$ cat config.mk
export PLATFORM = sky130hd
export DESIGN_NAME = shift_s_to_p_rx_flat
export DESIGN_NICKNAME = d
export VERILOG_FILES = /design/src/rtl/shift_pkg.sv /design/src/rtl/shift_s_to_p_rx_if.sv /design/src/rtl/shift_s_to_p_rx_bit_counter.sv /design/src/rtl/shift_s_to_p_rx.sv /design/src/flat_wrapper.sv
export SDC_FILE = /design/constraint.sdc
export NUM_CORES = 1
export LEC_CHECK = 0
export ABC_AREA = 1
export CAP_MARGIN = 20
export CORE_UTILIZATION = 25
export DETAILED_ROUTE_END_ITERATION = 16
export REMOVE_ABC_BUFFERS = 1
export SLEW_MARGIN = 20
export SYNTH_ARGS = -nofsm -noshare
export SYNTH_HDL_FRONTEND = slang
export SYNTH_HIERARCHICAL = 1
export SYNTH_SLANG_ARGS = --single-unit
$ cat constraint.sdc
create_clock -name clk_i -period 2 [get_ports clk_i]
set_clock_uncertainty 0.15 [all_clocks]
set_input_delay 0.2 -clock clk_i [delete_from_list [all_inputs] [get_ports clk_i]]
set_output_delay 0.2 -clock clk_i [all_outputs]
set_load 0.05 [all_outputs]
$ cat src/rtl/shift_pkg.sv
// ============================================================================
// Module : shift_pkg
// Types and constants shared by the shifter link transmitter and receiver.
// Rev    : 1.0
// ============================================================================
`default_nettype none

package shift_pkg;

    typedef enum logic {IDLE, SHIFT} rx_state_t;

    localparam int DEFAULT_WIDTH = 8;

endpackage : shift_pkg

`default_nettype wire

$ cat src/rtl/shift_s_to_p_rx_if.sv
// ============================================================================
// Module : shift_s_to_p_rx_if
// Serial input and parallel handshake bundle of the serial-to-parallel receiver.
// Rev    : 1.0
// ============================================================================
`default_nettype none

interface shift_s_to_p_rx_if #(
    parameter int WIDTH = shift_pkg::DEFAULT_WIDTH
);
    logic             sIn;
    logic             enable;
    logic             frame;
    logic             ready;
    logic             clrOvr;
    logic [WIDTH-1:0] data;
    logic             valid;
    logic             overrun;
    logic             busy;

    // master = link/consumer side that drives the stream and ready
    modport master (
        output sIn, enable, frame, ready, clrOvr,
        input  data, valid, overrun, busy
    );

    // slave = the receiver itself
    modport slave (
        input  sIn, enable, frame, ready, clrOvr,
        output data, valid, overrun, busy
    );
endinterface : shift_s_to_p_rx_if

`default_nettype wire

$ cat src/rtl/shift_s_to_p_rx_bit_counter.sv
// ============================================================================
// Module : rx_bit_counter
// Bit counter for the receiver: clear, load-1, increment, terminal at WIDTH-1.
// Rev    : 1.0
// ============================================================================
`default_nettype none

module rx_bit_counter
    import shift_pkg::*;
#(
    parameter int WIDTH = DEFAULT_WIDTH
) (
    input  wire logic clk_i,
    input  wire logic rst_ni,
    input  wire logic load1_i,
    input  wire logic inc_i,
    input  wire logic clr_i,
    output logic      term_o
);
    localparam int CW = $clog2(WIDTH + 1);

    logic [CW-1:0] cnt_q;
    logic [CW-1:0] cnt_d;

    always_comb begin
        cnt_d = cnt_q;
        if (clr_i) begin
            cnt_d = '0;
        end else if (load1_i) begin
            cnt_d = CW'(1);
        end else if (inc_i) begin
            cnt_d = cnt_q + CW'(1);
        end
    end

    always_ff @(posedge clk_i or negedge rst_ni) begin
        if (!rst_ni) begin
            cnt_q <= '0;
        end else begin
            cnt_q <= cnt_d;
        end
    end

    assign term_o = (cnt_q == CW'(WIDTH - 1));

endmodule : rx_bit_counter

`default_nettype wire

$ cat src/rtl/shift_s_to_p_rx.sv
// ============================================================================
// Module : shift_s_to_p_rx
// MSB-first serial-to-parallel receiver with valid/ready output and sticky overrun.
// Rev    : 1.0
// ============================================================================
`default_nettype none

module shift_s_to_p_rx
    import shift_pkg::*;
#(
    parameter int WIDTH = DEFAULT_WIDTH
) (
    input  wire logic          clk_i,
    input  wire logic          rst_ni,
    shift_s_to_p_rx_if.slave   bus
);
    rx_state_t        state_q, state_d;
    logic [WIDTH-1:0] sr_q, sr_d;
    logic [WIDTH-1:0] data_q, data_d;
    logic             valid_q, valid_d;
    logic             overrun_q, overrun_d;

    logic             cnt_load1, cnt_inc, cnt_clr, cnt_term;
    logic             word_done;
    logic [WIDTH-1:0] shifted;

    assign shifted = {sr_q[WIDTH-2:0], bus.sIn};

    rx_bit_counter #(.WIDTH(WIDTH)) u_cnt (
        .clk_i   (clk_i),
        .rst_ni  (rst_ni),
        .load1_i (cnt_load1),
        .inc_i   (cnt_inc),
        .clr_i   (cnt_clr),
        .term_o  (cnt_term)
    );

    always_comb begin
        state_d   = state_q;
        sr_d      = sr_q;
        cnt_load1 = 1'b0;
        cnt_inc   = 1'b0;
        cnt_clr   = 1'b0;
        word_done = 1'b0;
        unique case (state_q)
            IDLE: begin
                if (bus.enable && bus.frame) begin
                    sr_d      = shifted;
                    cnt_load1 = 1'b1;
                    state_d   = SHIFT;
                end
            end
            SHIFT: begin
                if (bus.enable) begin
                    sr_d = shifted;
                    if (bus.frame) begin
                        // resync: the partial word is abandoned silently
                        cnt_load1 = 1'b1;
                    end else if (!cnt_term) begin
                        cnt_inc = 1'b1;
                    end else begin
                        word_done = 1'b1;
                        cnt_clr   = 1'b1;
                        state_d   = IDLE;
                    end
                end
            end
            default: state_d = IDLE;
        endcase
    end

    always_comb begin
        data_d    = data_q;
        valid_d   = valid_q;
        overrun_d = overrun_q;
        if (bus.clrOvr) begin
            overrun_d = 1'b0;
        end
        if (valid_q && bus.ready) begin
            valid_d = 1'b0;
        end
        if (word_done) begin
            if (!valid_q || bus.ready) begin
                data_d  = shifted;
                valid_d = 1'b1;
            end else begin
                overrun_d = 1'b1;
            end
        end
    end

    always_ff @(posedge clk_i or negedge rst_ni) begin
        if (!rst_ni) begin
            state_q   <= IDLE;
            sr_q      <= '0;
            data_q    <= '0;
            valid_q   <= 1'b0;
            overrun_q <= 1'b0;
        end else begin
            state_q   <= state_d;
            sr_q      <= sr_d;
            data_q    <= data_d;
            valid_q   <= valid_d;
            overrun_q <= overrun_d;
        end
    end

    assign bus.data    = data_q;
    assign bus.valid   = valid_q;
    assign bus.overrun = overrun_q;
    assign bus.busy    = (state_q == SHIFT);

endmodule : shift_s_to_p_rx

`default_nettype wire

$ cat src/flat_wrapper.sv
// flat-port wrapper written by rule: the top's interface ports become plain ports
module shift_s_to_p_rx_flat import shift_pkg::*;
#(
    parameter int WIDTH = DEFAULT_WIDTH
)
  (clk_i, rst_ni, bus_sIn, bus_enable, bus_frame, bus_ready, bus_clrOvr, bus_data, bus_valid, bus_overrun, bus_busy);
  shift_s_to_p_rx_if #(.WIDTH(WIDTH)) bus_i ();
  input  wire logic clk_i;
  input  wire logic rst_ni;
  input wire logic [$bits(bus_i.sIn)-1:0] bus_sIn;
  input wire logic [$bits(bus_i.enable)-1:0] bus_enable;
  input wire logic [$bits(bus_i.frame)-1:0] bus_frame;
  input wire logic [$bits(bus_i.ready)-1:0] bus_ready;
  input wire logic [$bits(bus_i.clrOvr)-1:0] bus_clrOvr;
  output wire logic [$bits(bus_i.data)-1:0] bus_data;
  output wire logic [$bits(bus_i.valid)-1:0] bus_valid;
  output wire logic [$bits(bus_i.overrun)-1:0] bus_overrun;
  output wire logic [$bits(bus_i.busy)-1:0] bus_busy;
  assign bus_i.sIn = bus_sIn;
  assign bus_i.enable = bus_enable;
  assign bus_i.frame = bus_frame;
  assign bus_i.ready = bus_ready;
  assign bus_i.clrOvr = bus_clrOvr;
  assign bus_data = bus_i.data;
  assign bus_valid = bus_i.valid;
  assign bus_overrun = bus_i.overrun;
  assign bus_busy = bus_i.busy;
  shift_s_to_p_rx #(.WIDTH(WIDTH)) u_core (.clk_i(clk_i), .rst_ni(rst_ni), .bus(bus_i));
endmodule
# Word-level counts from Yosys, hierarchy flattened
# Cells that the tools add are included.
dict set report op_classes {
  addsub 1
  eq_ne 3
  n_mux 27
  bitwise 1
  reduce_logical 7
}
# cell n
set ops {}
lappend ops {{$mux W1} 19}
lappend ops {{$mux W7} 2}
lappend ops {{$pmux W7 S2} 1}
lappend ops {{$mux W4} 3}
lappend ops {{$add A4 B1 Y4 const B} 1}
lappend ops {{$eq A4 B3 Y1 const B} 1}
lappend ops {{$pmux W1 S2} 2}
lappend ops {{$reduce_and A2 Y1} 2}
lappend ops {{$reduce_bool A3 Y1} 1}
lappend ops {{$logic_and A1 B1 Y1} 2}
lappend ops {{$ne A2 B1 Y1 const B} 1}
lappend ops {{$ne A2 B2 Y1 const B} 1}
lappend ops {{$logic_not A1 Y1} 1}
lappend ops {{$logic_or A1 B1 Y1} 1}
lappend ops {{$not A1 Y1} 1}
dict set report word_totals {
  reg_bits 22
  inputBits 7
  elab_cells 45
}

# Depth between registers and ports, before layout
# Gate-level depths: netlist of the first run.
dict set report depth {
  depth_word 8
  mapped_depth 9
}

# Hierarchy
# The synthesis of the first run kept the hierarchy.
# mod instances cells_per_inst area_per_inst_um2 seq_area_each_um2
set by_module_without_submodules {}
lappend by_module_without_submodules {shift_s_to_p_rx 1 87 783.3 450.4}
lappend by_module_without_submodules {rx_bit_counter 1 27 205.2 100.1}

# Least setup slack after synthesis of the first run
# OpenSTA, ideal clock, no wires.
dict set report synth_path {
  path_kind {register -> register}
  start {reg u_core.state_q (netlist: u_core/bus.busy)}
  end {reg u_core.u_cnt.cnt_q[0]}
  setup_time_ns 0.077
  arrival_ns 1.546
  required_ns 1.773
  slack_ns 0.226
  path_stages_with_launch 6
  path_buffers 0
  period_less_slack_ns 1.774
  cell_sequence {dfrtp_1 -> nand2_2 -> nor3_1 -> inv_2 -> or2_0 -> a21oi_1}
}
dict set report synth_via {
  elab_cells_between_ends 7
}
# item line_no
set synth_lines {}
lappend synth_lines {{start, declared} shift_s_to_p_rx.sv:17} ;# rx_state_t state_q, state_d;
lappend synth_lines {{start signal, assigned} shift_s_to_p_rx.sv:100} ;# state_q <= state_d;
lappend synth_lines {{$mux W1} shift_s_to_p_rx.sv:45} ;# unique case (state_q)
lappend synth_lines {{named net u_core.cnt_inc} shift_s_to_p_rx.sv:23} ;# logic cnt_load1, cnt_inc, cnt_clr, cnt_term;
lappend synth_lines {{$reduce_bool A3 Y1 (no source line)} -}
lappend synth_lines {{end signal, assigned} shift_s_to_p_rx_bit_counter.sv:40} ;# cnt_q <= cnt_d;
lappend synth_lines {{end, declared} shift_s_to_p_rx_bit_counter.sv:22} ;# logic [CW-1:0] cnt_q;
# The timed path passes the listed nets, and every way through them passes these cells.
# A chain may end at the register's enable or synchronous reset.

# Final worst setup path of the first run
dict set report layout_path {
  start {reg u_core.state_q (netlist: u_core/bus.busy)}
  end {out bus_busy}
}
# item line_no
set layout_lines {}
lappend layout_lines {{end, declared} flat_wrapper.sv:18} ;# output wire logic [$bits(bus_i.busy)-1:0] bus_busy;
# No word-level cell between the ends.

==> results of run 1 <==
-- kinds of logic after synthesis --
| logic type | Yosys count | share of synthesized area [%] |
|---|---|---|
| DFF | 22 | 55.7 |
| adders and majority gates | 1 | 1.27 |
| and+or+nand+nor | 58 | 27.2 |
| buffers and inverters | 19 | 8.10 |
| AOI/OAI and AO/OA | 14 | 7.72 |
-- power groups by stage --
stage | sequential [mW] | combinational, mW | clock [mW]
after floorplan | 0.698 | 0.100 | 0
after global placement | 0.574 | 0.347 | 0
after detailed placement | 0.579 | 0.354 | 0
after CTS | 0.570 | 0.355 | 0.323
after global routing | 0.579 | 0.380 | 0.350
final | 0.569 | 0.352 | 0.314
-- final timing paths --
kind	from	to	slack (ns)	cells after the start
max	u_core/bus.busy	bus_busy	0.15	1
min	rst_ni	u_core/u_cnt/cnt_q[0]	0.14	2
max reg2reg	u_core/u_cnt/cnt_q[0]	u_core/u_cnt/cnt_q[0]	0.20	7
min reg2reg	u_core/bus.data[2]	u_core/bus.data[2]	0.32	2
max in group asynchronous	rst_ni	u_core/bus.data[2]	1.34	2
min in group clk_i	u_core/bus.data[2]	u_core/bus.data[2]	0.32	2
-- routing by layer --
| layer | track usage, % | vias up |
|---|---|---|
| met1 | 10.3 | 380 |
| met4 | 5.00 | 0 |
| met5 | 0 | - |
| met2 | 18.6 | 9 |
| li1 | - | 398 |
| met3 | 2.82 | 4 |
-- area by class of cell --
class                   instances  area (um^2)  share of cell area, %
inverters                      17         63.8                   4.97
flip-flops and latches         22          551                   42.8
multi-input cells              73          363                   28.2
repair buffers                 20          193                   15.0
clock buffers                   4         55.1                   4.28
well taps                      48         60.1                   4.67
-- cells in the mapped netlist --
| cell type | instances | area share, % |
|---|---|---|
| nand2_1 | 34 | 13 |
| dfrtp_1 | 22 | 56 |
| inv_1 | 13 | 4.9 |
| nand3_1 | 8 | 4.1 |
| nor2_1 | 8 | 3.0 |
| o21ai_1 | 8 | 4.1 |
| inv_2 | 3 | 1.1 |
| nor3_1 | 3 | 1.5 |
| a21oi_1 | 2 | 1.0 |
| o21ai_0 | 2 | 1.0 |
| buf_2 | 1 | 0.51 |
| buf_6 | 1 | 1.1 |
| clkinv_1 | 1 | 0.38 |
| ha_1 | 1 | 1.3 |
| nand2_2 | 1 | 0.63 |
| nand3_4 | 1 | 1.8 |
| nor2_2 | 1 | 0.63 |
| nor2_8 | 1 | 2.0 |
| o21ai_2 | 1 | 0.89 |
| o21bai_1 | 1 | 0.76 |
| or2_0 | 1 | 0.63 |
-- state kept, by name, indices dropped and copies added (netlist names) --
register	count
u_core/bus.busy	1
u_core/bus.overrun	1
u_core/bus.data	8
u_core/u_cnt/cnt_q	4
u_core/sr_q	7
u_core/bus.valid	1
-- metrics by stage --
stage	worst slack (ns)	cell area (um^2)	hold WS, ns	util (%)	instances
after CTS	0.135	1280	0.146	34.4	184
after global routing	0.0229	1280	0.154	34.6	184
after detailed placement	0.157	1220	0.312	33.0	180
final	0.148	1280	0.140	34.6	184
after floorplan	0.226	972	-0.246	-	112
after global placement	0.229	1220	0.309	33.0	180
==> key figures, run 1 <==
Place
  – # port buffers: 17
  – GPL Wtd Cong: 0.731
  – DP HPWL: 1.37 mm

CTS
  – Clk slew on worst S/H paths: 0.08 ns
  – Clock buffer depth: 2
  – H-tree depth: 1
  – Root Driver: clkbuf_8
  – Clk sink count: 22
  – Hold_buf cts: 0
  – TritonCTS buffer count: 3
  – Clk_lat worst skew: 0.26 ns
  – TritonCTS clock tree: yes
  – Post CTS Setup Buffer Count: 0
  – Post-CTS sizing: 0

Global route
  – Largest net degree at the start of global routing: 23
  – Grt ovf: 0
  – Number of global-route vias before repair: 772
  – Initial antenna violation count: 0
  – Global Route Usage Sum: 10.1%
  – First-pass GRT wire length: 3.17 mm

Timing
  – RSZ-0062 raised after global routing: no
  – Max Clk Rate: 540 MHz
  – Setup violations, final: 0
  – Setup TNS: 0 ns
  – Final Max Tran Viols: 0
  – Post-route minimum period: 1.85 ns
  – Rel. slew slack: 64.2%
  – Fin crit share: 92.6%
  – Measured slew at the worst slew-check pin: 0.537 ns
  – Hold Vio Cnt, Final: 0

Pwr
  – Internal: 0.815 mW
  – Pleak: 0.610 nW
  – Pwr/cell area: 961 nW/um^2
  – Sequential power share: 46.1%
  – Worst ir drop on vdd: 221 uV
  – Final Power: 1.24 mW
  – Clock power frac: 25.4%
  – Sw frac: 34.0%
  – Comb pwr share: 28.5%
  – P_sw: 0.420 mW

Detailed routing
  – DRC: 0
  – Met2 wire len: 955 um
  – Average wire per standard cell: 10.1 um
  – DRT iter0 DRCs: 11
  – Top layer in use: met4
  – Via count: 791
  – Pre-antenna DRT Iters: 4
  – Routed Antenna Nets: 0
  – Final WL: 1.86 mm
  – M1 WL: 802 um
  – Vias per std cell: 4.30
  – Routed wl met3: 68 um

Floorplanning
  – # rows: 22
  – DIE AREA: 4210 um^2
  – Die width: 64.9 um
  – Die Y: 64.9 um
  – Initial Utilization: 26.6%
  – # IOs: 18
  – Core area: 3720 um^2

Yosys
  – Cell variety after synth: 21
  – Cells after Synth: 114
  – Mapped Avg Cell Area: 8.67 um^2
  – Synth Warn #: 6
  – #FFs+latches synth: 22
  – Mapped cell area: 988 um^2
  – Register area share after synthesis: 55.7%

Worst setup path
  – CP delay by family, top: buffers and inverters
  – Worst path buffer plus inverter count: 1
  – Cell chain of the critical path: clkdlybuf4s50_1
  – Crit end category: output pin
  – Slowest stage delay, CP: 0.82 ns
  – Worst-path fanout max: 4
  – Data required time of the worst path: 1.65 ns
  – Crit Path Class: register to output pin
  – Startpoint types: register
  – Crit path max-delay cell type: clkdlybuf4s50_1
  – Crit path DAT: 1.50 ns

Finish
  – Fill cells: 385
  – Most frequent cells in the layout: nand2_1 (34), dfrtp_1 (22), clkdlybuf4s50_1 (17)
  – Antenna Cells: 0
  – Share of layout cells above drive strength 1: 11.8%
  – Most common cell after layout, fill and taps aside: nand2_1
  – Nets: 145
  – Layout overhead on the synthesized area: 30.0%

Worst hold path
  – Class of the worst hold path: primary input to asynchronous set/reset pin

Flow run
  – Maxcap violations: 0

Status
  – Status: finished, final reports clean
Power figures use the tool's default switching activity.
==> inputs of run 2 (changes only) <==
ABC_AREA = not set   (was 1)
PLACE_DENSITY_LB_ADDON = 0.08   (was not set)
SLEW_MARGIN = not set   (was 20)
==> key figures, run 2 <==
Finish
  – Share of layout cells above drive strength 1: 34.1%
  – Nets: 100
  – Layout overhead on the synthesized area: 34.6%
  – Most common cell after layout, fill and taps aside: dfrtp_1
  – Antenna Cells: 0
  – Flip-flop count of the largest register after layout: 8
  – Most frequent cells in the layout: dfrtp_1 (22), clkdlybuf4s50_1 (16), mux2_4 (8)

Worst setup path
  – Crit path max-delay cell type: dfrtp_1
  – CP delay by family, top: simple AND/OR/NAND/NOR gates
  – Cell chain of the critical path: ha_1 > nand2_1 > nor2_2 > nand4b_4 > nor2b_4 > buf_12 > mux2_4
  – Crit path DAT: 1.85 ns
  – Data required time of the worst path: 1.99 ns
  – Slowest stage delay, CP: 0.39 ns
  – Startpoint types: register
  – Worst-path fanout max: 8
  – Worst path buffer plus inverter count: 1
  – Critical path depth: 7
  – Cell depth of the worst flop-to-flop path: 7
  – Crit end category: register
  – Reg2Reg Setup Slack: 0.14 ns
  – Crit Path Class: register to register

Detailed routing
  – Final WL: 1.64 mm
  – Via count: 574
  – Average wire per standard cell: 11.8 um
  – DRC: 0
  – Pre-antenna DRT Iters: 6
  – DRT iter0 DRCs: 13
  – Vias per std cell: 4.13
  – Routed Antenna Nets: 0

Pwr
  – Sequential power share: 40.8%
  – Final Power: 1.70 mW
  – Sw frac: 36.2%
  – P_sw: 0.614 mW
  – Internal: 1.08 mW
  – Pwr/cell area: 1320 nW/um^2
  – Pleak: 0.570 nW
  – Worst ir drop on vdd: 552 uV
  – Comb pwr share: 41.0%
  – Clock power frac: 18.2%

Floorplanning
  – Initial Utilization: 26.1%
  – # rows: 22
  – Core area: 3660 um^2
  – DIE AREA: 4070 um^2
  – Die width: 63.8 um
  – # IOs: 18
  – Die Y: 63.8 um

Global route
  – Global Route Usage Sum: 9.26%
  – Number of global-route vias before repair: 608
  – Grt ovf: 0
  – Initial antenna violation count: 0
  – Largest net degree at the start of global routing: 23
  – First-pass GRT wire length: 2.84 mm

Yosys
  – Synth top area cells: dfrtp_1 (58%), mux2_4 (13%), mux2_2 (8.3%)
  – Post-synth EDFFs: 0
  – #FFs+latches synth: 22
  – Count leader, synth: dfrtp_1
  – Post-synth top flop: dfrtp_1
  – Cell variety after synth: 25
  – Cells after Synth: 67
  – Post-synth top cells: dfrtp_1 (22), mux2_4 (8), mux2_2 (7)
  – Mapped Avg Cell Area: 14.2 um^2
  – Post-synth ARST share: 100%
  – Synth Warn #: 6
  – Mapped cell area: 955 um^2
  – Top cell type's share of synthesized area: 57.7%
  – Register area share after synthesis: 57.7%
  – Synth area leader: dfrtp_1

CTS
  – TritonCTS buffer count: 3
  – H-tree depth: 1
  – Root Driver: clkbuf_8
  – Post CTS Setup Buffer Count: 0
  – Clk slew on worst S/H paths: 0.07 ns
  – TritonCTS clock tree: yes
  – Hold_buf cts: 0
  – Post-CTS sizing: 0
  – Clk sink count: 22
  – Clock buffer depth: 2
  – Clk_lat worst skew: 0.25 ns

Timing
  – Final Max Tran Viols: 0
  – Post-route minimum period: 1.86 ns
  – Measured slew at the worst slew-check pin: 0.501 ns
  – Max Clk Rate: 538 MHz
  – Hold Vio Cnt, Final: 0
  – Setup violations, final: 0
  – Rel. slew slack: 66.5%
  – Fin crit share: 93.0%
  – Setup TNS: 0 ns
  – RSZ-0062 raised after global routing: no

Flow run
  – Maxcap violations: 0

Place
  – # port buffers: 17
  – DP HPWL: 1.14 mm
  – GPL Wtd Cong: 0.620

Worst hold path
  – Class of the worst hold path: primary input to asynchronous set/reset pin

Status
  – Status: finished, final reports clean
-- run 2: changes by cell type in the layout (fill, tap and decap cells not counted), moves of 2 or more --
cell / previous run / this run
inv_1: 13 / 3
inv_2: 3 / 0
mux2_2: 0 / 7
mux2_4: 0 / 8
nand2_1: 34 / 4
nand3_1: 8 / 0
nor2_1: 8 / 1
o21ai_0: 2 / 0
o21ai_1: 8 / 0
-- run 2: per-layer routing --
layer / track usage (%) / share of wire (%) / up-vias
met1: 12.3 / 50 / 283
met5: 0 / 0 / -
met3: 2.86 / 4.4 / 2
li1: - / - / 281
met4: 4.26 / 0.73 / 0
met2: 13.7 / 45 / 8
-- run 2: layout make-up --
cell class	count	area, um^2
Fill cell	369	2380
Clock buffer	4	55.1
Sequential cell	22	551
Tap cell	48	60.1
Multi-Input combinational cell	41	398
Inverter	3	11.3
Timing Repair Buffer	21	210
-- run 2: kinds of logic after synthesis --
| logic type | Yosys count | share of synthesized area (%) |
|---|---|---|
| mux | 17 | 23.1 |
| xor+xnor | 1 | 0.918 |
| flops | 22 | 57.7 |
| fa+ha+maj | 1 | 1.31 |
| compound gates | 6 | 4.46 |
| simple gates | 16 | 10.2 |
| buf+inv | 4 | 2.36 |
-- run 2: worst reg2reg max path, cell delays in order, from the launching register on --
cell      delay [ns]
dfrtp_1         0.39
ha_1            0.21
nand2_1         0.07
nor2_2          0.18
nand4b_4        0.16
nor2b_4         0.15
buf_12          0.14
mux2_4          0.30
-- run 2: per-stage QoR --
stage               hold slack (ns)  worst slack (ns)  cell area (um^2)  cells  utilization [%]
floorplan                    -0.246            0.0481               943     66                -
global placement              0.341             0.102              1210    135             33.2
detailed placement            0.341            0.0377              1210    135             33.2
CTS                           0.150            0.0231              1270    139             34.7
global route                  0.155            0.0265              1280    139             35.1
finish                        0.143             0.140              1280    139             35.1
-- run 2: power groups by stage --
stage | logic, mW | clock network [mW] | registers [mW]
after floorplan | 0.225 | 0 | 0.940
after global placement | 0.696 | 0 | 0.704
after detailed placement | 0.699 | 0 | 0.695
after CTS | 0.699 | 0.327 | 0.692
after global routing | 0.737 | 0.352 | 0.716
final | 0.696 | 0.308 | 0.692
-- run 2: worst paths after layout --
check | startpoint | end
min in group clk_i | u_core/sr_q[6] | u_core/bus.data[7]
setup reg to reg | u_core/u_cnt/cnt_q[0] | u_core/bus.data[0]
hold reg to reg | u_core/sr_q[6] | u_core/bus.data[7]
setup / recovery | u_core/u_cnt/cnt_q[0] | u_core/bus.data[0]
max in group asynchronous | rst_ni | u_core/u_cnt/cnt_q[3]
hold / removal | rst_ni | u_core/u_cnt/cnt_q[1]
==> inputs of run 3 (changes only) <==
CELL_PAD_IN_SITES_DETAIL_PLACEMENT = 0   (was not set)
CELL_PAD_IN_SITES_GLOBAL_PLACEMENT = 1   (was not set)
==> key figures, run 3 (same netlist as run 2, synthesis figures left out) <==
Finish
  – Nets: 99
  – FF/Latch Area: 551 um^2
  – Flip-flop count of the largest register after layout: 8
  – Non-filler cells, final: 138
  – Most common cell after layout, fill and taps aside: dfrtp_1
  – Layout overhead on the synthesized area: 34.3%
  – Fin util: 35.0%
  – Area occupied by multi-input gates: 384 um^2
  – Fill cells: 366
  – Most frequent cells in the layout: dfrtp_1 (22), clkdlybuf4s50_1 (17), mux2_4 (8)
  – Share of layout cells above drive strength 1: 32.2%
  – Antenna Cells: 0

Timing
  – Final Max Tran Viols: 0
  – Hold slack: 0.127 ns
  – Setup TNS: 0 ns
  – Fin crit share: 94.7%
  – RSZ-0062 raised after global routing: no
  – Max Clk Rate: 528 MHz
  – Post-route minimum period: 1.89 ns
  – Setup violations, final: 0
  – Hold Vio Cnt, Final: 0
  – Measured slew at the worst slew-check pin: 0.502 ns
  – Rel. slew slack: 66.5%

CTS
  – Clock buffer depth: 2
  – Post-CTS sizing: 0
  – Clk_lat worst skew: 0.26 ns
  – Post CTS Setup Buffer Count: 0
  – TritonCTS clock tree: yes
  – Clk sink count: 22
  – Root Driver: clkbuf_8
  – H-tree depth: 1
  – Hold_buf cts: 0
  – Clk slew on worst S/H paths: 0.08 ns
  – TritonCTS buffer count: 3

Worst setup path
  – Crit end category: output pin
  – CP delay by family, top: buffers and inverters
  – Crit Path Class: register to output pin
  – Startpoint types: register
  – Reg2Reg Setup Slack: 0.12 ns
  – Slowest stage delay, CP: 0.84 ns
  – Crit path max-delay cell type: clkdlybuf4s50_1
  – Worst-path fanout max: 5
  – Crit path DAT: 1.54 ns
  – Cell chain of the critical path: clkdlybuf4s50_1
  – Worst path buffer plus inverter count: 1
  – Data required time of the worst path: 1.65 ns

Worst hold path
  – Class of the worst hold path: primary input to asynchronous set/reset pin

Detailed routing
  – DRT iter0 DRCs: 8
  – Routed Antenna Nets: 0
  – Vias per std cell: 4.15
  – DRC: 0
  – Pre-antenna DRT Iters: 3
  – Average wire per standard cell: 11.4 um
  – Via count: 573
  – Final WL: 1.57 mm

Floorplanning
  – # IOs: 18
  – DIE AREA: 4070 um^2
  – Die Y: 63.8 um
  – Die width: 63.8 um
  – # rows: 22
  – Core area: 3660 um^2
  – Initial Utilization: 26.1%

Global route
  – Met3 GRT Util: 3.21%
  – Global Route Usage Sum: 8.98%
  – Number of global-route vias before repair: 561
  – Met2 global-route usage: 13.0%
  – GR Util met1: 11.1%
  – Initial antenna violation count: 0
  – GR peak layer: met2
  – Grt ovf: 0
  – First-pass GRT wire length: 2.64 mm
  – Largest net degree at the start of global routing: 23

Pwr
  – Pwr/cell area: 1400 nW/um^2
  – Worst ir drop on vdd: 423 uV
  – Pleak: 0.561 nW

Place
  – # port buffers: 17
  – GPL Wtd Cong: 0.665
  – DP HPWL: 1.15 mm
  – Placed Cells incl. Taps: 134

Status
  – Status: finished, final reports clean

Flow run
  – Maxcap violations: 0
## run 3: cell count changes in the layout (fill, tap and decap cells not counted)
cell	previous run	this run
nand4b_2	0	1
nand4b_4	1	0
buf_4	4	2
clkdlybuf4s50_1	16	17
nor2b_2	0	1
clkbuf_8	4	3
bufinv_16	0	1
nor2b_4	1	0
## run 3: area by class of cell
| class | count | share of cell area [%] |
|---|---|---|
| sequential | 22 | 42.9 |
| multi-input combinational | 41 | 30.0 |
| timing repair buffer | 20 | 16.0 |
| tap | 48 | 4.68 |
| clock buffer | 3 | 3.22 |
| clock inverter | 1 | 2.34 |
| inverter | 3 | 0.878 |
## run 3: metrics by stage
stage	worst slack, ns	total power [mW]	cell area [um^2]
after floorplan	0.0481	1.17	943
after global placement	0.100	1.39	1210
after detailed placement	0.0523	1.39	1210
after CTS	0.0321	1.81	1280
after global routing	0.0136	1.89	1280
final	0.107	1.79	1280
## run 3: worst register-to-register path, stage by stage (launching register included)
cell,delay [ns]
dfrtp_1,0.39
ha_1,0.20
nand2_1,0.07
nor2_2,0.15
nand4b_2,0.18
nor2b_2,0.19
buf_12,0.15
mux2_4,0.30
## run 3: path summary, 6_finish.rpt
kind,from,to,cells past startpoint
min,rst_ni,u_core/bus.overrun,2
max in group asynchronous,rst_ni,u_core/bus.data[2],2
min in group clk_i,bus_clrOvr,u_core/bus.overrun,2
min reg2reg,u_core/sr_q[6],u_core/bus.data[7],1
max,u_core/bus.busy,bus_busy,1
max reg2reg,u_core/u_cnt/cnt_q[0],u_core/bus.data[2],7
## run 3: report_power, final
| group | switching (mW) | total (mW) | leakage (nW) | internal [mW] |
|---|---|---|---|---|
| registers | 0.0958 | 0.686 | 0.280 | 0.590 |
| logic | 0.376 | 0.689 | 0.246 | 0.313 |
| clock network | 0.148 | 0.415 | 0.0357 | 0.267 |
| total | 0.620 | 1.79 | 0.561 | 1.17 |
## run 3: routing by layer
metal | vias up | part of all wire [%]
met2 | 14 | 43
met5 | - | 0
met4 | 0 | 3.1
met3 | 5 | 5.4
met1 | 276 | 48
li1 | 278 | -
